[src/rtl/branch_resolve_ctrl_if.sv]
// Signal bundle between the fetch/execute pipeline and the branch resolve controller.
interface branch_resolve_ctrl_if;
  logic        if_valid;
  logic [31:0] if_pc;
  logic        bp_taken;
  logic [31:0] bp_target;
  logic        stall;
  logic        ex_valid;
  logic        ex_is_branch;
  logic        ex_taken;
  logic [31:0] ex_target;
  logic        redirect;
  logic [31:0] redirect_pc;
  logic        flush;
  logic        upd_en;
  logic [31:0] upd_pc;
  logic [31:0] upd_target;
  logic        upd_taken;
  logic        q_full;
  logic        q_empty;
  logic [15:0] mispredict_cnt;
  logic        underflow_err;

  // Pipeline side: drives fetch/execute information, observes resolution results.
  modport master (
    output if_valid, if_pc, bp_taken, bp_target, stall,
           ex_valid, ex_is_branch, ex_taken, ex_target,
    input  redirect, redirect_pc, flush, upd_en, upd_pc, upd_target, upd_taken,
           q_full, q_empty, mispredict_cnt, underflow_err
  );

  // Controller side.
  modport slave (
    input  if_valid, if_pc, bp_taken, bp_target, stall,
           ex_valid, ex_is_branch, ex_taken, ex_target,
    output redirect, redirect_pc, flush, upd_en, upd_pc, upd_target, upd_taken,
           q_full, q_empty, mispredict_cnt, underflow_err
  );
endinterface

[src/rtl/branch_resolve_ctrl.sv]
// Branch resolve controller: queues predictions made at fetch, compares them
// against execute outcomes, issues redirect/flush on mispredict and trains the
// predictor on every resolved branch.
module branch_resolve_ctrl #(
  parameter int DEPTH        = 4,
  parameter int FLUSH_CYCLES = 2
) (
  input  logic                 clk,
  input  logic                 rst,
  branch_resolve_ctrl_if.slave bus
);
  localparam int PW = $clog2(DEPTH);
  localparam int CW = $clog2(DEPTH + 1);
  localparam int FW = (FLUSH_CYCLES > 1) ? $clog2(FLUSH_CYCLES) : 1;

  typedef enum logic {RUN, FLUSH} state_t;

  state_t          state_reg, state_next;
  logic [FW-1:0]   flush_cnt_reg, flush_cnt_next;

  // Prediction queue storage (small; read asynchronously at the head).
  logic [31:0]     pc_mem     [DEPTH];
  logic            taken_mem  [DEPTH];
  logic [31:0]     target_mem [DEPTH];
  logic [PW-1:0]   wr_ptr_reg, rd_ptr_reg;
  logic [CW-1:0]   count_reg;

  logic            redirect_reg, upd_en_reg, upd_taken_reg, underflow_reg;
  logic [31:0]     redirect_pc_reg, upd_pc_reg, upd_target_reg;
  logic [15:0]     mispredict_cnt_reg, mispredict_cnt_next;

  logic            q_full, q_empty, in_run, push, pop, mispredict, underflow_hit;
  logic [31:0]     head_pc, head_target, correct_pc;
  logic            head_taken;

  // Queue status, push/pop qualification and mispredict detection at the head.
  always_comb begin
    q_full        = (count_reg == CW'(DEPTH));
    q_empty       = (count_reg == '0);
    in_run        = (state_reg == RUN);
    pop           = in_run & bus.ex_valid & ~bus.stall & ~q_empty;
    push          = in_run & bus.if_valid & ~bus.stall & (~q_full | pop);
    underflow_hit = in_run & bus.ex_valid & ~bus.stall & q_empty;
    head_pc       = pc_mem[rd_ptr_reg];
    head_taken    = taken_mem[rd_ptr_reg];
    head_target   = target_mem[rd_ptr_reg];
    if (bus.ex_is_branch)
      mispredict = pop & ((head_taken != bus.ex_taken) |
                          (head_taken & bus.ex_taken & (head_target != bus.ex_target)));
    else
      mispredict = pop & head_taken;
    correct_pc = (bus.ex_is_branch & bus.ex_taken) ? bus.ex_target : head_pc + 32'd4;
    mispredict_cnt_next = mispredict_cnt_reg;
    if (mispredict && mispredict_cnt_reg != 16'hFFFF)
      mispredict_cnt_next = mispredict_cnt_reg + 16'd1;
  end

  // Next state: enter FLUSH on a mispredict, leave after FLUSH_CYCLES cycles.
  always_comb begin
    state_next     = state_reg;
    flush_cnt_next = flush_cnt_reg;
    case (state_reg)
      RUN: begin
        if (mispredict) begin
          state_next     = FLUSH;
          flush_cnt_next = '0;
        end
      end
      FLUSH: begin
        if (flush_cnt_reg == FW'(FLUSH_CYCLES - 1))
          state_next = RUN;
        else
          flush_cnt_next = flush_cnt_reg + FW'(1);
      end
      default: state_next = RUN;
    endcase
  end

  // State register.
  always_ff @(posedge clk) begin
    if (rst) begin
      state_reg     <= RUN;
      flush_cnt_reg <= '0;
    end else begin
      state_reg     <= state_next;
      flush_cnt_reg <= flush_cnt_next;
    end
  end

  // Queue pointers and occupancy; a mispredict discards everything in flight.
  always_ff @(posedge clk) begin
    if (rst || mispredict) begin
      wr_ptr_reg <= '0;
      rd_ptr_reg <= '0;
      count_reg  <= '0;
    end else begin
      if (push) wr_ptr_reg <= wr_ptr_reg + PW'(1);
      if (pop)  rd_ptr_reg <= rd_ptr_reg + PW'(1);
      if (push && !pop)      count_reg <= count_reg + CW'(1);
      else if (pop && !push) count_reg <= count_reg - CW'(1);
    end
  end

  // Queue storage write.
  always_ff @(posedge clk) begin
    if (push) begin
      pc_mem[wr_ptr_reg]     <= bus.if_pc;
      taken_mem[wr_ptr_reg]  <= bus.bp_taken;
      target_mem[wr_ptr_reg] <= bus.bp_target;
    end
  end

  // Registered resolution outputs: redirect, predictor update, statistics.
  always_ff @(posedge clk) begin
    if (rst) begin
      redirect_reg       <= 1'b0;
      redirect_pc_reg    <= '0;
      upd_en_reg         <= 1'b0;
      upd_pc_reg         <= '0;
      upd_target_reg     <= '0;
      upd_taken_reg      <= 1'b0;
      mispredict_cnt_reg <= '0;
      underflow_reg      <= 1'b0;
    end else begin
      redirect_reg       <= mispredict;
      if (mispredict) redirect_pc_reg <= correct_pc;
      upd_en_reg         <= pop & bus.ex_is_branch;
      if (pop && bus.ex_is_branch) begin
        upd_pc_reg     <= head_pc;
        upd_target_reg <= bus.ex_target;
        upd_taken_reg  <= bus.ex_taken;
      end
      mispredict_cnt_reg <= mispredict_cnt_next;
      if (underflow_hit) underflow_reg <= 1'b1;
    end
  end

  assign bus.redirect       = redirect_reg;
  assign bus.redirect_pc    = redirect_pc_reg;
  assign bus.flush          = (state_reg == FLUSH);
  assign bus.upd_en         = upd_en_reg;
  assign bus.upd_pc         = upd_pc_reg;
  assign bus.upd_target     = upd_target_reg;
  assign bus.upd_taken      = upd_taken_reg;
  assign bus.q_full         = q_full;
  assign bus.q_empty        = q_empty;
  assign bus.mispredict_cnt = mispredict_cnt_reg;
  assign bus.underflow_err  = underflow_reg;
endmodule
[src/flat_wrapper.sv]
// flat-port wrapper written by rule: the top's interface ports become plain ports
module branch_resolve_ctrl_flat 
#(
  parameter int DEPTH        = 4,
  parameter int FLUSH_CYCLES = 2
)
  (clk, rst, bus_if_valid, bus_if_pc, bus_bp_taken, bus_bp_target, bus_stall, bus_ex_valid, bus_ex_is_branch, bus_ex_taken, bus_ex_target, bus_redirect, bus_redirect_pc, bus_flush, bus_upd_en, bus_upd_pc, bus_upd_target, bus_upd_taken, bus_q_full, bus_q_empty, bus_mispredict_cnt, bus_underflow_err);
  branch_resolve_ctrl_if bus_i ();
  input  logic clk;
  input  logic rst;
  input wire logic [$bits(bus_i.if_valid)-1:0] bus_if_valid;
  input wire logic [$bits(bus_i.if_pc)-1:0] bus_if_pc;
  input wire logic [$bits(bus_i.bp_taken)-1:0] bus_bp_taken;
  input wire logic [$bits(bus_i.bp_target)-1:0] bus_bp_target;
  input wire logic [$bits(bus_i.stall)-1:0] bus_stall;
  input wire logic [$bits(bus_i.ex_valid)-1:0] bus_ex_valid;
  input wire logic [$bits(bus_i.ex_is_branch)-1:0] bus_ex_is_branch;
  input wire logic [$bits(bus_i.ex_taken)-1:0] bus_ex_taken;
  input wire logic [$bits(bus_i.ex_target)-1:0] bus_ex_target;
  output wire logic [$bits(bus_i.redirect)-1:0] bus_redirect;
  output wire logic [$bits(bus_i.redirect_pc)-1:0] bus_redirect_pc;
  output wire logic [$bits(bus_i.flush)-1:0] bus_flush;
  output wire logic [$bits(bus_i.upd_en)-1:0] bus_upd_en;
  output wire logic [$bits(bus_i.upd_pc)-1:0] bus_upd_pc;
  output wire logic [$bits(bus_i.upd_target)-1:0] bus_upd_target;
  output wire logic [$bits(bus_i.upd_taken)-1:0] bus_upd_taken;
  output wire logic [$bits(bus_i.q_full)-1:0] bus_q_full;
  output wire logic [$bits(bus_i.q_empty)-1:0] bus_q_empty;
  output wire logic [$bits(bus_i.mispredict_cnt)-1:0] bus_mispredict_cnt;
  output wire logic [$bits(bus_i.underflow_err)-1:0] bus_underflow_err;
  assign bus_i.if_valid = bus_if_valid;
  assign bus_i.if_pc = bus_if_pc;
  assign bus_i.bp_taken = bus_bp_taken;
  assign bus_i.bp_target = bus_bp_target;
  assign bus_i.stall = bus_stall;
  assign bus_i.ex_valid = bus_ex_valid;
  assign bus_i.ex_is_branch = bus_ex_is_branch;
  assign bus_i.ex_taken = bus_ex_taken;
  assign bus_i.ex_target = bus_ex_target;
  assign bus_redirect = bus_i.redirect;
  assign bus_redirect_pc = bus_i.redirect_pc;
  assign bus_flush = bus_i.flush;
  assign bus_upd_en = bus_i.upd_en;
  assign bus_upd_pc = bus_i.upd_pc;
  assign bus_upd_target = bus_i.upd_target;
  assign bus_upd_taken = bus_i.upd_taken;
  assign bus_q_full = bus_i.q_full;
  assign bus_q_empty = bus_i.q_empty;
  assign bus_mispredict_cnt = bus_i.mispredict_cnt;
  assign bus_underflow_err = bus_i.underflow_err;
  branch_resolve_ctrl #(.DEPTH(DEPTH), .FLUSH_CYCLES(FLUSH_CYCLES)) u_core (.clk(clk), .rst(rst), .bus(bus_i));
endmodule
[config.mk]
export PLATFORM = sky130hd
export DESIGN_NAME = branch_resolve_ctrl_flat
export DESIGN_NICKNAME = d
export VERILOG_FILES = /design/src/rtl/branch_resolve_ctrl_if.sv /design/src/rtl/branch_resolve_ctrl.sv /design/src/flat_wrapper.sv
export SDC_FILE = /design/constraint.sdc
export NUM_CORES = 1
export LEC_CHECK = 0
export CORE_MARGIN = 2
export CORE_UTILIZATION = 54
export CTS_CLUSTER_DIAMETER = 200
export DETAILED_ROUTE_END_ITERATION = 16
export GPL_TIMING_DRIVEN = 0
export PLACE_DENSITY = 0.79
export SYNTH_ARGS = -nofsm -noshare
export SYNTH_HDL_FRONTEND = slang
export SYNTH_SLANG_ARGS = --single-unit
export TNS_END_PERCENT = 50
[constraint.sdc]
create_clock -name clk -period 4.3 [get_ports clk]
set_input_delay 0.86 -clock clk [delete_from_list [all_inputs] [get_ports clk]]
set_output_delay 0.86 -clock clk [all_outputs]
set_load 0.02 [all_outputs]
==> metrics.txt <==
die span in y 173 um; yosys warns 0; DP HPWL 28.2 mm; PD cells about 480 nW/um^2; ranking of synthesized cells by area edfxtp_1 (51%), dfxtp_1 (17%), mux4_2 (9.5%); Area growth, synth to finish 26.3%; Crit path required time 4.71 ns; drc violations 0; Rows 61; worst-skew pair later-pin latency 0.53 ns; CTS resizes 0; total number of vias 10156; largest registers u_core.pc_mem: 128 flops, u_core.target_mem: 128 flops; DP Area 18100 um^2; Final Util 69.5%; Initial Util 55.1%; synthesized netlist net count 1173; Final Non-Filler Cells 1738; RSZ-0062 raised after global routing no; Post-Route Skew about 0.017 ns; largest net degree at the start of global routing 40; Synth top area share 50.9%; number of global-route vias before repair roughly 10000; setup bufs post-CTS 0; Post-Syn Area 15300 um^2; worst hold path type reg2reg; drt via density about 6; fin. max-slew vios 0; largest area contributor in the netlist edfxtp_1; outcome complete, no violations; final hold viol count 0; overall routing resource usage 26.5%; clock-pin slew on the worst setup and hold paths 0.06 ns; Final nets between 1000 and 1500; Worst setup EP type flip-flop; Pleak 6.35 nW; post-synthesis register bit count ~390; max capacitance violation total 0; clock root cell clkbuf_16; count of different cell masters after synthesis 50; top-level I/O count 223; Routed Antenna Nets 0; placed cell count approximately 1700; sequential area share after synthesis 67.5%; die area just under 30000 um^2; reg-to-reg endpoint u_core.bus.redirect_pc[22]; share of cells above drive strength 1 a little under an eighth; first-pass GRT wire length 59.8 mm; 1st-iter DRT viols 1156; Final Total Pwr 9.38 mW; deepest clock path buffer count 3; Remaining Overflow, GRT 0; crit path kind reg2reg; GPL Wtd Cong 0.856; antenna violations before repair 0; min Tclk post-route about 3.9 ns; worst hold start u_core.bus.upd_target[16]; gate count of the mapped netlist 1060; Die X 173 um; largest fanout on the critical path 10; CTS H-Tree Depth 2; R2R cell count 11; mean area per synthesized cell 14.5 um^2; Max Fclk around 0.26 GHz; Reg2Reg Setup Slack between 0.3 and 0.4 ns; WL final 39.8 mm; worst endpoint data arrival time 4.32 ns; I/O Buffers 221; Max-slew headroom 26.7%; Post-CTS Hold Buffers 0; Peak VDD IR 348 uV; Detailed Routing Iterations Pass 1 6; crit start category flip-flop; final setup vio count 0; cell depth of the worst hold path 2; wire length per cell about 23 um; Hold Path Sink u_core.bus.upd_target[16]; TritonCTS clock tree built; period utilisation layout 91.0%; Worst-Margin Slew 1.09 ns; design area 19400 um^2; total core area between 20000 and 30000 um^2; Num CTS Buffers 40; clk sink count 387
-- cell type report --
| type | instances | area [um^2] |
|---|---|---|
| clock inverter | 11 | 87.6 |
| inverter | 9 | 33.8 |
| clock buffer | 63 | 1160 |
| timing repair buffer | 225 | 2300 |
| antenna | 1 | 2.50 |
| multi-input combinational | 611 | 4720 |
| sequential | 387 | 10300 |
| tap | 378 | 473 |
| buffer | 53 | 250 |
| fill | 1905 | 8490 |
-- synthesized netlist by cell type, drive strengths merged --
cell / instances
nor4: 5
a21boi: 1
or3: 3
nor3b: 1
mux4: 65
mux2: 11
nand4: 27
nor4b: 1
and3b: 1
xnor2: 48
mux2i: 12
nand2b: 5
edfxtp: 260
inv: 9
nor2: 57
a31oi: 1
o21a: 1
buf: 23
xor2: 18
nand2: 144
clkbuf: 30
nor2b: 12
o221a: 1
a211o: 1
fa: 1
a21oi: 90
o311ai: 1
ha: 8
dfxtp: 127
or4: 2
nand3: 17
and2: 9
nor3: 13
o21ai: 6
a21o: 3
a22o: 21
and4: 2
a31o: 1
and3: 11
o2bb2ai: 11
-- cell families (layout without fill, tap and decap cells) --
family                     after synthesis  after routing  synth area share (%)
adders and majority gates                9              9                 0.783
xor gates and xnor gates                66             66                  3.77
buffers and inverters                   62            361                  1.85
and+or+nand+nor                        310            310                  9.48
other                                    0              1                     0
muxes                                   88             88                  11.1
DFF                                    387            387                  67.5
AOI/OAI and AO/OA                      138            138                  5.51
-- cell usage in the layout (no fill, tap or decap), types with 4 or more instances in the layout --
master	n
nand2b_1	5
clkbuf_16	41
and3_1	11
and2_1	5
edfxtp_1	260
clkdlybuf4s50_1	221
clkbuf_8	5
buf_6	5
o2bb2ai_1	11
buf_1	7
clkinv_2	5
buf_2	11
nor3_1	11
nor2b_1	12
clkbuf_1	47
and2_4	4
inv_1	8
ha_1	8
nor2_1	56
a21oi_1	89
nand4_1	27
a22o_1	21
mux2_1	11
mux2i_1	12
mux4_2	65
nand2_1	144
xnor2_1	48
nand3_1	17
dfxtp_1	127
xor2_1	18
-- report_power, final --
part	total, mW	internal, mW	leakage (nW)	switching [mW]
Clock	3.29	1.92	0.607	1.37
Sequential	4.32	4.21	3.39	0.118
Combinational	1.77	0.792	2.36	0.979
-- worst max path at each step --
| stage | cells after the start | slack, ns | endpoint |
|---|---|---|---|
| 2_1_floorplan | 4 | 0.89 | u_core.pc_mem[0][0] |
| 4_1_cts | 11 | 0.44 | u_core.bus.redirect_pc[22] |
| 5_1_grt | 11 | 0.20 | u_core.bus.redirect_pc[9] |
| 3_5_place_dp | 10 | 0.19 | u_core.bus.mispredict_cnt[11] |
| 6_report | 11 | 0.39 | u_core.bus.redirect_pc[22] |
| 3_3_place_gp | 5 | -0.93 | u_core.pc_mem[0][24] |
-- worst max-delay path, cell delays in order, from the launching register on --
cell and delay (ns):
dfxtp_1 0.32, buf_2 0.30, clkbuf_1 0.55, mux4_2 0.43, xnor2_1 0.18, nand4_1 0.28, nor4_2 0.49, a21boi_1 0.12
o21ai_1 0.43, inv_2 0.12, clkbuf_1 0.30, a22o_1 0.28
-- metal layers --
metal | up-vias | routed length (um) | global-route usage, %
met2 | 529 | 19200 | 43.6
li1 | 4499 | - | -
met1 | 5052 | 16200 | 35.9
met3 | 76 | 3270 | 5.54
met4 | 0 | 1100 | 8.12
met5 | - | 0 | 0
-- per-stage QoR --
step	worst slack [ns]	hold slack, ns	TNS [ns]
6_report	0.386	0.453	0
3_5_place_dp	0.190	0.445	0
4_1_cts	0.441	0.454	0
2_1_floorplan	0.893	0.432	0
5_1_grt	0.202	0.471	0
3_3_place_gp	-0.928	0.438	-233.70
(Power assumes the default switching activity.)
